<file path="config.mk">
export PLATFORM = sky130hd
export DESIGN_NAME = uart_tx_sched_flat
export DESIGN_NICKNAME = d
export VERILOG_FILES = /design/src/rtl/uart_ctrl_pkg.sv /design/src/rtl/uart_tx_sched_if.sv /design/src/rtl/tx_req_fifo.sv /design/src/rtl/uart_tx_sched.sv /design/src/flat_wrapper.sv
export SDC_FILE = /design/constraint.sdc
export NUM_CORES = 1
export LEC_CHECK = 0
export CAP_MARGIN = 20
export CORE_ASPECT_RATIO = 0.5
export CORE_MARGIN = 5
export CORE_UTILIZATION = 53
export CTS_BUF_LIST = sky130_fd_sc_hd__clkbuf_16
export CTS_CLUSTER_SIZE = 14
export DETAILED_ROUTE_END_ITERATION = 6
export PLACE_DENSITY = 0.74
export SYNTH_ARGS = -nofsm -noshare
export SYNTH_HDL_FRONTEND = slang
export SYNTH_SLANG_ARGS = --single-unit
</file>
<file path="constraint.sdc">
create_clock -name clk -period 5.2 [get_ports clk]
set_input_delay 1.04 -clock clk [delete_from_list [all_inputs] [get_ports clk]]
set_output_delay 1.04 -clock clk [all_outputs]
set_load 0.005 [all_outputs]
</file>
<file path="src/rtl/uart_ctrl_pkg.sv">
// Shared definitions for the uart_tx scheduler: scheduler state encoding
// and default parameter values for FIFO depth and launch-acknowledge timeout.
package uart_ctrl_pkg;

    typedef enum logic [1:0] {
        S_IDLE      = 2'd0,
        S_LAUNCH    = 2'd1,
        S_WAIT_BUSY = 2'd2,
        S_WAIT_DONE = 2'd3
    } sched_state_t;

    localparam int SCHED_DEPTH_DEF        = 4;
    localparam int SCHED_BUSY_TIMEOUT_DEF = 16;

endpackage

</file>
<file path="src/rtl/uart_tx_sched_if.sv">
// Bundle of producer handshakes and transmitter-side signals of uart_tx_sched.
//   req0_*/req1_*  : valid/ready byte push from the two producers
//   tx_ctrl/tx_byte/transmit_ready : link to the shared uart_tx
//   grant_id/busy/timeout_err      : scheduler status
// slave  = scheduler side, master = producers + transmitter side.
interface uart_tx_sched_if;
    logic       req0_valid;
    logic [7:0] req0_byte;
    logic       req0_ready;
    logic       req1_valid;
    logic [7:0] req1_byte;
    logic       req1_ready;
    logic       tx_ctrl;
    logic [7:0] tx_byte;
    logic       transmit_ready;
    logic       grant_id;
    logic       busy;
    logic       timeout_err;

    modport slave (
        input  req0_valid, req0_byte, req1_valid, req1_byte, transmit_ready,
        output req0_ready, req1_ready, tx_ctrl, tx_byte, grant_id, busy, timeout_err
    );

    modport master (
        output req0_valid, req0_byte, req1_valid, req1_byte, transmit_ready,
        input  req0_ready, req1_ready, tx_ctrl, tx_byte, grant_id, busy, timeout_err
    );
endinterface

</file>
<file path="src/rtl/tx_req_fifo.sv">
// Small per-requester byte FIFO, first-word-fall-through.
//   clk, nRst : clock, async active-low reset (empties the FIFO)
//   push/din  : write, ignored when full
//   pop       : drop head, ignored when empty
//   dout      : current head byte
//   full/empty: occupancy flags
module tx_req_fifo #(
    parameter int DEPTH = 4
) (
    input  logic       clk,
    input  logic       nRst,
    input  logic       push,
    input  logic [7:0] din,
    input  logic       pop,
    output logic [7:0] dout,
    output logic       full,
    output logic       empty
);
    localparam int AW = $clog2(DEPTH);
    localparam int CW = AW + 1;

    logic [7:0]    r_mem [DEPTH];
    logic [AW-1:0] r_wr_ptr, r_rd_ptr;
    logic [CW-1:0] r_count;
    logic          w_push, w_pop;

    assign w_push = push & ~full;
    assign w_pop  = pop & ~empty;

    // Pointers wrap naturally since DEPTH is a power of two.
    always_ff @(posedge clk or negedge nRst) begin
        if (!nRst) begin
            r_wr_ptr <= '0;
            r_rd_ptr <= '0;
            r_count  <= '0;
        end else begin
            if (w_push) r_wr_ptr <= r_wr_ptr + AW'(1);
            if (w_pop)  r_rd_ptr <= r_rd_ptr + AW'(1);
            case ({w_push, w_pop})
                2'b10:   r_count <= r_count + CW'(1);
                2'b01:   r_count <= r_count - CW'(1);
                default: r_count <= r_count;
            endcase
        end
    end

    always_ff @(posedge clk) begin
        if (w_push) r_mem[r_wr_ptr] <= din;
    end

    assign dout  = r_mem[r_rd_ptr];
    assign full  = (r_count == CW'(DEPTH));
    assign empty = (r_count == '0);

endmodule

</file>
<file path="src/rtl/uart_tx_sched.sv">
// Round-robin scheduler sharing one uart_tx between two byte producers.
//   clk, nRst : clock, async active-low reset
//   bus       : uart_tx_sched_if.slave (producer pushes, tx link, status)
// A byte is popped on grant, launched with a one-cycle tx_ctrl pulse, and
// tx_byte is held until the transmitter reports idle again.
module uart_tx_sched
    import uart_ctrl_pkg::*;
#(
    parameter int DEPTH        = SCHED_DEPTH_DEF,
    parameter int BUSY_TIMEOUT = SCHED_BUSY_TIMEOUT_DEF
) (
    input  logic           clk,
    input  logic           nRst,
    uart_tx_sched_if.slave bus
);
    localparam int            TW       = $clog2(BUSY_TIMEOUT) + 1;
    localparam logic [TW-1:0] TMO_LAST = TW'(BUSY_TIMEOUT - 1);

    sched_state_t    r_state;
    logic            r_tx_ctrl, r_grant_id, r_busy, r_timeout_err, r_last_grant;
    logic [7:0]      r_tx_byte;
    logic [TW-1:0]   r_timer;

    logic [1:0]      w_valid, w_full, w_empty, w_push, w_pop;
    logic [1:0][7:0] w_din, w_head;
    logic            w_gnt, w_grant_go;
    logic [TW-1:0]   w_timer_nxt;

    assign w_valid = {bus.req1_valid, bus.req0_valid};
    assign w_din   = {bus.req1_byte, bus.req0_byte};

    // Lone non-empty FIFO wins; on a tie the one not served last wins.
    assign w_gnt      = (~w_empty[0] & ~w_empty[1]) ? ~r_last_grant : w_empty[0];
    assign w_grant_go = (r_state == S_IDLE) & bus.transmit_ready & (w_empty != 2'b11);

    for (genvar g = 0; g < 2; g++) begin : g_fifo
        assign w_push[g] = w_valid[g] & ~w_full[g];
        assign w_pop[g]  = w_grant_go & (w_gnt == 1'(g));
        tx_req_fifo #(.DEPTH(DEPTH)) u_fifo (
            .clk   (clk),
            .nRst  (nRst),
            .push  (w_push[g]),
            .din   (w_din[g]),
            .pop   (w_pop[g]),
            .dout  (w_head[g]),
            .full  (w_full[g]),
            .empty (w_empty[g])
        );
    end

    assign w_timer_nxt = r_timer + TW'(1);

    always_ff @(posedge clk or negedge nRst) begin
        if (!nRst) begin
            r_state       <= S_IDLE;
            r_tx_ctrl     <= 1'b0;
            r_tx_byte     <= 8'h00;
            r_grant_id    <= 1'b0;
            r_busy        <= 1'b0;
            r_timeout_err <= 1'b0;
            r_last_grant  <= 1'b1;
            r_timer       <= '0;
        end else begin
            r_tx_ctrl     <= 1'b0;
            r_timeout_err <= 1'b0;
            case (r_state)
                S_IDLE: begin
                    if (w_grant_go) begin
                        r_tx_byte  <= w_head[w_gnt];
                        r_grant_id <= w_gnt;
                        r_tx_ctrl  <= 1'b1;
                        r_busy     <= 1'b1;
                        r_state    <= S_LAUNCH;
                    end
                end
                S_LAUNCH: begin
                    r_timer <= '0;
                    r_state <= S_WAIT_BUSY;
                end
                S_WAIT_BUSY: begin
                    if (!bus.transmit_ready) begin
                        r_state <= S_WAIT_DONE;
                    end else if (w_timer_nxt == TMO_LAST) begin
                        // Launch never acknowledged: drop the byte, keep fairness history.
                        r_timeout_err <= 1'b1;
                        r_busy        <= 1'b0;
                        r_state       <= S_IDLE;
                    end else begin
                        r_timer <= w_timer_nxt;
                    end
                end
                S_WAIT_DONE: begin
                    if (bus.transmit_ready) begin
                        r_last_grant <= r_grant_id;
                        r_busy       <= 1'b0;
                        r_state      <= S_IDLE;
                    end
                end
                default: begin
                    r_state       <= S_IDLE;
                    r_tx_ctrl     <= 1'b0;
                    r_tx_byte     <= 8'h00;
                    r_grant_id    <= 1'b0;
                    r_busy        <= 1'b0;
                    r_timeout_err <= 1'b0;
                    r_last_grant  <= 1'b1;
                    r_timer       <= '0;
                end
            endcase
        end
    end

    assign bus.req0_ready  = ~w_full[0];
    assign bus.req1_ready  = ~w_full[1];
    assign bus.tx_ctrl     = r_tx_ctrl;
    assign bus.tx_byte     = r_tx_byte;
    assign bus.grant_id    = r_grant_id;
    assign bus.busy        = r_busy;
    assign bus.timeout_err = r_timeout_err;

endmodule

</file>
<file path="src/flat_wrapper.sv">
// flat-port wrapper written by rule: the top's interface ports become plain ports
module uart_tx_sched_flat import uart_ctrl_pkg::*;
#(
    parameter int DEPTH        = SCHED_DEPTH_DEF,
    parameter int BUSY_TIMEOUT = SCHED_BUSY_TIMEOUT_DEF
)
  (clk, nRst, bus_req0_valid, bus_req0_byte, bus_req1_valid, bus_req1_byte, bus_transmit_ready, bus_req0_ready, bus_req1_ready, bus_tx_ctrl, bus_tx_byte, bus_grant_id, bus_busy, bus_timeout_err);
  uart_tx_sched_if bus_i ();
  input  logic clk;
  input  logic nRst;
  input wire logic [$bits(bus_i.req0_valid)-1:0] bus_req0_valid;
  input wire logic [$bits(bus_i.req0_byte)-1:0] bus_req0_byte;
  input wire logic [$bits(bus_i.req1_valid)-1:0] bus_req1_valid;
  input wire logic [$bits(bus_i.req1_byte)-1:0] bus_req1_byte;
  input wire logic [$bits(bus_i.transmit_ready)-1:0] bus_transmit_ready;
  output wire logic [$bits(bus_i.req0_ready)-1:0] bus_req0_ready;
  output wire logic [$bits(bus_i.req1_ready)-1:0] bus_req1_ready;
  output wire logic [$bits(bus_i.tx_ctrl)-1:0] bus_tx_ctrl;
  output wire logic [$bits(bus_i.tx_byte)-1:0] bus_tx_byte;
  output wire logic [$bits(bus_i.grant_id)-1:0] bus_grant_id;
  output wire logic [$bits(bus_i.busy)-1:0] bus_busy;
  output wire logic [$bits(bus_i.timeout_err)-1:0] bus_timeout_err;
  assign bus_i.req0_valid = bus_req0_valid;
  assign bus_i.req0_byte = bus_req0_byte;
  assign bus_i.req1_valid = bus_req1_valid;
  assign bus_i.req1_byte = bus_req1_byte;
  assign bus_i.transmit_ready = bus_transmit_ready;
  assign bus_req0_ready = bus_i.req0_ready;
  assign bus_req1_ready = bus_i.req1_ready;
  assign bus_tx_ctrl = bus_i.tx_ctrl;
  assign bus_tx_byte = bus_i.tx_byte;
  assign bus_grant_id = bus_i.grant_id;
  assign bus_busy = bus_i.busy;
  assign bus_timeout_err = bus_i.timeout_err;
  uart_tx_sched #(.DEPTH(DEPTH), .BUSY_TIMEOUT(BUSY_TIMEOUT)) u_core (.clk(clk), .nRst(nRst), .bus(bus_i));
endmodule
</file>
==> results.yml <==
critical_path:
  worstPathArrival_ns: 3.84
  cp.depth: 6
  max_stage_delay_ns: 0.72
  r2r_cells: 5
  critPathRequiredTime_ns: 5.43
  cp_num_buf_inv: 1
  critPathKind: "in -> reg"
  startpoint_type: "input pin"
  crit_family: "adder cells"
  crit_chain: "clkdlybuf4s50_1, or3b_4, a211oi_2, ha_1, fa_1, mux2_2"
  crit_fanout: 11
  slowest_stage: "a211oi_2"
  cp-end-kind: "flop"
global_route:
  grtUsageTotal: 0.1657
  antenna_found_initial: 0
  grt_pass1_wl_um: 12220
  grt_remaining_overflow: 0
  met1_usage: 0.2026
  grt.met2_usage: 0.2814
  grt_pass1_vias: 2529
  gr-max-usage-layer: "met2"
  grtUsageMet3: 0.04752
  grt_max_degree: 35
power_and_ir_drop:
  p_leak_nw: 1.867
  seqPwrFrac: 0.486
  p_total_mw: 2.641
  p_comb_frac: 0.284
  switching_share: 0.3199
  power_density_nw_per_um2: 538.7
  p_int_mw: 1.796
  clkPwrFrac: 0.230
  switchingPower_uw: 844.9
  ir_drop_uv: 295.6
floorplan:
  fp-row-count: 22
  io_pins: 35
  start_util: 0.5596
  fp.dieW_um: 136.0
  design.core.area_sq_um: 7515
  fp.dieArea_sq_um: 9924
  die_h_um: 72.99
timing:
  hold_viol: 0
  fin_ws_ns: 1.594
  relSlewSlack: 0.4377
  tightest_slew_ns: 0.8418
  min_period_over_period: 0.6935
  fmax_mhz: 277.3
  tns_ns: 0
  setup_viol: 0
  skew_ns: 0.006879
  whs_ns: 0.4690
  rsz0062_at_grt: "no"
  slew_viol_final: 0
  layout_min_cycle_time_ns: 3.606
outcome:
  status: "completed"
yosys:
  yosysWarnings: 0
  ys_types: 41
  synth_compound_area_frac: 0.05861
  synth_nets: 312
  postSynthAreaPerCell_sq_um: 15.18
  yosys.area_share.simple: 0.08569
  synth_top_area_share: 0.4570
  syn-cell-area_sq_um: 4205
  synth_top_family_by_area: "multiplexers"
  synth_fa_ha_area_frac: 0.04522
  synth.area.top_cells: "edfxtp_1 46%, dfrtp_1 20%, mux4_2 8.6%, ha_1 3.6%, nand2_1 3.0%"
  muxShareOfSynthArea: 0.09372
  seq_area_frac_synth: 0.6596
  synth-xor-area-share: 0.02856
  synth_top_cell_by_area: "edfxtp_1"
  synth-seq-cells: 98
  syn_inst: 277
clocking:
  cts_sinks: 98
  numCtsBuffers: 9
  hold_buffers: 0
  clk_root_buffer_cell: "clkbuf_16"
  path_clk_slew_ns: 0.07
  cts_setup_buffers: 0
  ctsResizeCount: 0
  clock_latency_ns: 0.34
  htreeDepth: 3
  cts_tree: "done"
  ctsLongestPathBuffers: 2
min_path:
  hold_class: "reg -> reg"
  hold_depth: 2
finish:
  utilization: 0.6525
  layout-drive-gt1-share: 0.1352
  antennaDiodeCount: 0
  syn_to_final_growth_pct: 16.60
  design_area_sq_um: 4903
  fin_nets: 348
  final.fill_count: 529
  fin_cells: 426
job:
  maxCapViolCount: 0
route:
  drc: 0
  postRouteAntennaNets: 0
  routedWlPerCell_um: 16.94
  initialDrtViolationCount: 192
  wl_um: 7218
  vias: 2331
  drt-pass1-iter-count: 4
  vias_per_cell: 5.472
place:
  post-dp-hpwl_um: 5266
  place_congestion: 0.8273
  dpl.cell_count: 410
  portBuffers: 34
  place_area_sq_um: 4628
  post-place-ws_ns: 1.229
==> state kept, by name (all words and copies together), names as in the netlist, 2 cells and up <==
name	count
u_core.g_fifo.u_fifo.r_mem	64
u_core.bus.tx_byte	8
u_core.g_fifo.u_fifo.r_count	6
u_core.r_timer	5
u_core.g_fifo.u_fifo.r_rd_ptr	4
u_core.g_fifo.u_fifo.r_wr_ptr	4
u_core.r_state	2
==> worst paths after layout <==
check                                                          end  slack, ns             startpoint
worst max-delay path            u_core.g_fifo[1].u_fifo.r_count[1]       1.59     bus_transmit_ready
worst min-delay path                         u_core.bus.tx_byte[2]       0.47  u_core.bus.tx_byte[2]
max in group asynchronous                      u_core.r_last_grant       3.76                   nRst
worst max register to register  u_core.g_fifo[1].u_fifo.r_count[1]       2.35      u_core.r_state[1]
min in group asynchronous                        u_core.r_timer[0]       1.10                   nRst
worst min register to register               u_core.bus.tx_byte[2]       0.47  u_core.bus.tx_byte[2]
==> layer usage <==
| metal | vias to the layer above | part of all wire |
|---|---|---|
| met2 | 46 | 0.50 |
| met5 | - | 0 |
| met3 | 14 | 0.043 |
| li1 | 1093 | - |
| met4 | 0 | 0.021 |
| met1 | 1178 | 0.44 |
==> cell usage in the layout, fill, tap and decap left out, types with 2 or more instances in the layout <==
| master | synthesis | routed |
|---|---|---|
| a22oi_1 | 8 | 8 |
| nor2_1 | 7 | 7 |
| and3_1 | 9 | 9 |
| xnor2_1 | 7 | 7 |
| inv_1 | 16 | 16 |
| nor2b_1 | 3 | 3 |
| nand2_1 | 34 | 34 |
| mux2_2 | 3 | 3 |
| fa_1 | 2 | 2 |
| a21oi_1 | 4 | 4 |
| o21ai_0 | 7 | 7 |
| clkdlybuf4s50_1 | 0 | 34 |
| clkinvlp_4 | 0 | 2 |
| nor3_1 | 4 | 4 |
| inv_6 | 0 | 3 |
| xor2_1 | 3 | 3 |
| dfrtp_1 | 33 | 33 |
| o211ai_1 | 4 | 4 |
| and2_1 | 4 | 4 |
| ha_1 | 12 | 12 |
| clkbuf_16 | 0 | 9 |
| a21boi_0 | 2 | 2 |
| a31oi_1 | 2 | 2 |
| mux4_2 | 16 | 16 |
| nand3_1 | 5 | 5 |
| edfxtp_1 | 64 | 64 |
| or3_1 | 3 | 3 |
| xor2_2 | 2 | 2 |
==> layout make-up <==
cell class                 count  area [sq um]  share of cell area
tap                          108         135.1             0.02756
sequential                    98          2774              0.5657
multi-input combinational    153          1311              0.2674
timing repair buffer          35         347.8             0.07094
clock buffer                   9         225.2             0.04593
clock inverter                 7         50.05             0.01021
inverter                      16         60.06             0.01225
==> synth_stat cells <==
master,number
fa_1,2
nand2b_1,1
inv_1,16
and4_2,1
a21o_2,1
buf_2,5
o211ai_1,4
a31oi_1,2
xnor2_1,7
clkbuf_2,1
edfxtp_1,64
buf_1,2
a211oi_4,1
and3b_1,1
and2_1,4
o21ai_0,7
o311ai_1,1
a22oi_1,8
nand2_1,34
nor3_1,4
nor2b_1,3
dfstp_2,1
nor2_1,7
mux4_2,16
nand3_1,5
xor2_1,3
dfrtp_1,33
a2111oi_0,1
xor2_2,2
o22ai_1,1
mux2_2,3
or3_1,3
buf_6,2
nand4_1,1
o221ai_1,1
a21boi_0,2
or3b_4,1
a211oi_2,1
ha_1,12
a21oi_1,4
and3_1,9
==> power by group through the flow <==
stage          clock network, mW  logic [mW]  registers (mW)
2_1_floorplan                  0       0.615            1.17
3_3_place_gp                   0       0.723            1.29
3_5_place_dp                   0       0.762            1.30
4_1_cts                    0.619       0.765            1.29
5_1_grt                    0.651       0.843            1.32
6_report                   0.608       0.751            1.28
==> cells by family (layout without fill, tap and decap cells) <==
group / Yosys count / in the layout
XOR/XNOR: 12 / 12
adder cells (fa/ha/maj): 14 / 14
AO/OA/AOI/OAI: 34 / 34
flip-flops: 98 / 98
multiplexers: 19 / 19
AND/OR/NAND/NOR: 74 / 74
buffers and inverters: 26 / 67
==> worst min-delay path, stage by stage (launching register included) <==
cell and delay [ns]:
dfrtp_1 0.34, nand2_1 0.05, nand2_1 0.05
Power figures use the tool's default switching activity.
